--- config.mk ---
export PLATFORM = sky130hd
export DESIGN_NAME = serial_subtractor_word
export DESIGN_NICKNAME = d
export VERILOG_FILES = /design/src/rtl/serial_subtractor_word.sv
export SDC_FILE = /design/constraint.sdc
export NUM_CORES = 1
export LEC_CHECK = 0
export CORE_UTILIZATION = 55
export DETAILED_ROUTE_END_ITERATION = 16
export DONT_BUFFER_PORTS = 1
export HOLD_SLACK_MARGIN = 0.03
export PLACE_DENSITY = 0.7
export SYNTH_ARGS = -nofsm -noshare
export SYNTH_HDL_FRONTEND = slang
export SYNTH_SLANG_ARGS = --single-unit
--- constraint.sdc ---
create_clock -name clk -period 1.5 [get_ports clk]
set_clock_uncertainty 0.15 [all_clocks]
set_input_delay 0.15 -clock clk [delete_from_list [all_inputs] [get_ports clk]]
set_output_delay 0.15 -clock clk [all_outputs]
set_load 0.1 [all_outputs]
--- src/rtl/serial_subtractor_word.sv ---
// Word-level bit-serial subtractor: a - b computed LSB-first, one bit per clock,
// with a valid/ready handshake on both the operand and result sides.
module serial_subtractor_word #(
    parameter int unsigned WIDTH = 8
) (
    input  logic             clk,
    input  logic             rst,
    input  logic             in_valid,
    output logic             in_ready,
    input  logic [WIDTH-1:0] a,
    input  logic [WIDTH-1:0] b,
    output logic             out_valid,
    input  logic             out_ready,
    output logic [WIDTH-1:0] diff,
    output logic             borrow,
    output logic             ovf
);

    localparam int unsigned CW = (WIDTH > 1) ? $clog2(WIDTH) : 1;

    typedef enum logic [1:0] {
        IDLE = 2'd0,
        RUN  = 2'd1,
        DONE = 2'd2
    } ctrl_e;

    typedef enum logic {
        NB = 1'b0,
        B  = 1'b1
    } bs_e;

    ctrl_e             ctrl_q, ctrl_d;
    bs_e               bs_q, bs_d;
    logic [WIDTH-1:0]  sa_q, sa_d;
    logic [WIDTH-1:0]  sb_q, sb_d;
    logic [WIDTH-1:0]  diff_q, diff_d;
    logic [CW-1:0]     cnt_q, cnt_d;
    logic              amsb_q, amsb_d;
    logic              bmsb_q, bmsb_d;
    logic              ovf_q, ovf_d;

    logic              x, y, dbit;

    always_ff @(posedge clk) begin
        if (rst) begin
            ctrl_q <= IDLE;
            bs_q   <= NB;
            sa_q   <= '0;
            sb_q   <= '0;
            diff_q <= '0;
            cnt_q  <= '0;
            amsb_q <= 1'b0;
            bmsb_q <= 1'b0;
            ovf_q  <= 1'b0;
        end else begin
            ctrl_q <= ctrl_d;
            bs_q   <= bs_d;
            sa_q   <= sa_d;
            sb_q   <= sb_d;
            diff_q <= diff_d;
            cnt_q  <= cnt_d;
            amsb_q <= amsb_d;
            bmsb_q <= bmsb_d;
            ovf_q  <= ovf_d;
        end
    end

    always_comb begin
        ctrl_d = ctrl_q;
        bs_d   = bs_q;
        sa_d   = sa_q;
        sb_d   = sb_q;
        diff_d = diff_q;
        cnt_d  = cnt_q;
        amsb_d = amsb_q;
        bmsb_d = bmsb_q;
        ovf_d  = ovf_q;

        x    = sa_q[0];
        y    = sb_q[0];
        dbit = x ^ y ^ (bs_q == B);

        case (ctrl_q)
            IDLE: begin
                if (in_valid) begin
                    sa_d   = a;
                    sb_d   = b;
                    amsb_d = a[WIDTH-1];
                    bmsb_d = b[WIDTH-1];
                    diff_d = '0;
                    bs_d   = NB;
                    cnt_d  = '0;
                    ovf_d  = 1'b0;
                    ctrl_d = RUN;
                end
            end
            RUN: begin
                diff_d = {dbit, diff_q[WIDTH-1:1]};
                sa_d   = sa_q >> 1;
                sb_d   = sb_q >> 1;
                cnt_d  = cnt_q + CW'(1);
                case (bs_q)
                    NB:      bs_d = (~x & y) ? B : NB;
                    B:       bs_d = (x & ~y) ? NB : B;
                    default: bs_d = NB;
                endcase
                // dbit is the result MSB on the final bit, so overflow is latched here
                if (cnt_q == CW'(WIDTH - 1)) begin
                    ovf_d  = (amsb_q != bmsb_q) & (dbit != amsb_q);
                    ctrl_d = DONE;
                end
            end
            DONE: begin
                if (out_ready) begin
                    ctrl_d = IDLE;
                end
            end
            default: ctrl_d = IDLE;
        endcase
    end

    assign in_ready  = (ctrl_q == IDLE);
    assign out_valid = (ctrl_q == DONE);
    assign diff      = diff_q;
    assign borrow    = (bs_q == B);
    assign ovf       = ovf_q;

endmodule

==> run metrics <==
status=complete, no violations; Top FF cell, synth=dfxtp_1; IO Pins=32; pre-CTS setup slack=-0.0166 ns; post-route ant nets=0; Die Area=roughly 0.0030 sq mm; CP endpoint kind=output port; Die Width=54.7 um; largest net degree at the start of global routing=34; layout cell share with drive strength beyond 1=between 30% and 40%; TritonCTS clock tree=done; Pwr per Cell Area=939 mW/mm^2; Cell Rows=18; Routed wire per std cell=14.0 um; Unique masters post-synth=27; Worst Slack Setup Final=around 0.042 ns; Setup crit start kind=flop; layout net count=229; Fin Hold WS=around 0.13 ns; asr flop ratio synth=0%; DRC=0; hold crit path type=primary input to flop; CTS buffer count=5; chip height=54.7 um; Cell Area, Placed=0.00169 sq mm; P_int=approximately 1.4 mW; Total Negative Setup Slacks=0 ns; syn avg cell area=9.09 sq um; Setup Crit Path Kind=flop to output port; fin area=0.00204 sq mm; Psw=548 uW; Yosys top cell by area=dfxtp_1; H-tree levels=2; clk buf depth=2; initial DRC count=28; initial core utilization=60.0%; final-report max-slew violation count=0; final setup fails=0; Core ar.=roughly 0.0025 sq mm; vias in the first global route=1179; Vias=1325; Worst Max-Slew Pin Slew=0.278 ns; CP max FO=4; CP arrival=1.16 ns; Worst Path Required=1.20 ns; Logic pwr share=20.1%; Net Count, Synth=approximately 190; unrepaired setup endpoints after global routing=yes; Tmin final=1.46 ns; Synth area leaders=dfxtp_1, a311oi_2, nand2_1; Num Clock Sinks=33; DR WL met2=about 1600 um; Hold Vio Cnt, Final=0; Switching Share=28.6%; fmax=0.686 GHz; Post-Layout Cell Count=236; root buf cell=clkbuf_4; drt via density=approximately 5.6; WL final=about 3300 um; Clk Latency, worst-skew pair=approximately 0.33 ns; initial antenna violation count=0; M1 wire length=1450 um; Worst slew margin=81.6%; worst vdd ir=about 0.77 mV; share of the synthesized area in the top cell type=~43%; placed cells=204; Static Leak=slightly above 0.8 nW; count leader, synth=dfxtp_1; Max-cap violations=0; Reg clk slew, reported paths=0.10 ns; first-pass GRT wire length=about 5000 um; P&R area growth vs syn=33.3%; Routability Congestion=0.781; sequential share of the synthesized area=43.2%; YS warnings=0; routed wl met3=156 um; gr usage total=~24%; Post-synth top cells=dfxtp_1, nand2_1, nor2_1, a311oi_2, a22oi_1; port buffer count=0; sequential power share=50.1%; DP Wirelength=a little over 2000 um; drt pass-1 iters=4; total grt overflow=0; Clock Power Share=about 30%; synthesized flop and latch total=33; cell area after synthesis=0.00153 sq mm; diodes inserted=0; EDFF count, synth=0; Gate Count Post-Synth=around 170; Final Cycle Share=97.2%; Top Metal Used=met4
logic make-up after synthesis:
| family | Yosys count | synth area share (%) |
|---|---|---|
| AOI/OAI and AO/OA | 40 | 25.2 |
| xor gates and xnor gates | 1 | 0.573 |
| adders and majority gates | 4 | 3.28 |
| buffers and inverters | 18 | 7.37 |
| DFF | 33 | 43.2 |
| muxes | 1 | 0.655 |
| and+or+nand+nor | 71 | 19.7 |
worst paths after layout:
path                                 from         to  slack, ns  cells past startpoint
worst max-delay path            ctrl_q[1]  out_valid       0.04                      3
worst min-delay path             in_valid   cnt_q[0]       0.13                      3
worst max register to register    sa_q[0]        ovf       0.06                      5
worst min register to register   cnt_q[0]   cnt_q[0]       0.30                      1
metrics by stage:
| stage | util [%] | power (mW) |
|---|---|---|
| after detailed placement | 66.2 | 1.29 |
| after global routing | 80.0 | 1.99 |
| final | 80.0 | 1.91 |
| after CTS | 79.4 | 1.91 |
| after global placement | 66.2 | 1.27 |
| after floorplan | - | 1.24 |
layer usage:
metal,track usage (%),vias to the layer above
met4,8.97,0
met1,29.1,622
met3,7.22,7
li1,-,651
met2,40.6,45
met5,0,-
power groups by stage:
stage          combinational (mW)  sequential, mW  clock, mW
6_report                    0.384           0.957      0.570
4_1_cts                     0.379           0.955      0.579
5_1_grt                     0.417           0.964      0.609
3_5_place_dp                0.306           0.980          0
3_3_place_gp                0.294           0.976          0
2_1_floorplan               0.240           0.995          0
state kept, by name (all words and copies together) (netlist names):
register	cells
amsb_q	1
sa_q	8
ovf	1
sb_q	8
borrow	1
cnt_q	3
bmsb_q	1
ctrl_q	2
diff	8
worst max-delay path, stage by stage (launching register included):
cell and delay, ns:
dfxtp_4 0.37, buf_6 0.11, nor2b_4 0.17, buf_12 0.18
layout by cell type (no fill, tap or decap), drive strengths merged:
master / synthesis / final
nand2: 32 / 32
xor2: 1 / 1
nor2: 26 / 26
buf: 11 / 25
dlygate4sd3: 0 / 19
nand2b: 3 / 3
a311oi: 14 / 14
o21ai: 4 / 4
a22oi: 10 / 10
ha: 4 / 4
a211oi: 2 / 2
mux2i: 1 / 1
inv: 4 / 4
o21ba: 1 / 1
a21oi: 6 / 6
nor2b: 6 / 6
nand3: 1 / 1
o2bb2ai: 1 / 1
nor3: 1 / 1
o21bai: 1 / 1
a221oi: 1 / 1
clkinv: 0 / 1
nor3b: 1 / 1
and2: 1 / 1
clkbuf: 3 / 7
dfxtp: 33 / 33
layout make-up:
cell class	count	area [sq um]
Tap cell	30	37.5
Clock inverter	1	5.00
Fill cell	156	508
Clock buffer	7	65.1
Timing Repair Buffer	44	444
Multi-Input combinational cell	117	797
Inverter	4	15.0
Sequential cell	33	673
timing repair:
item	CTS	global route
gates cloned	0	0
pin swaps	0	0
setup endpoints to repair	6	19
hold buffers	20	0
buffers inserted	5	0
hold endpoints to repair	33	0
gates resized for setup	7	7
Note: power is estimated with default switching activity, not from simulation.
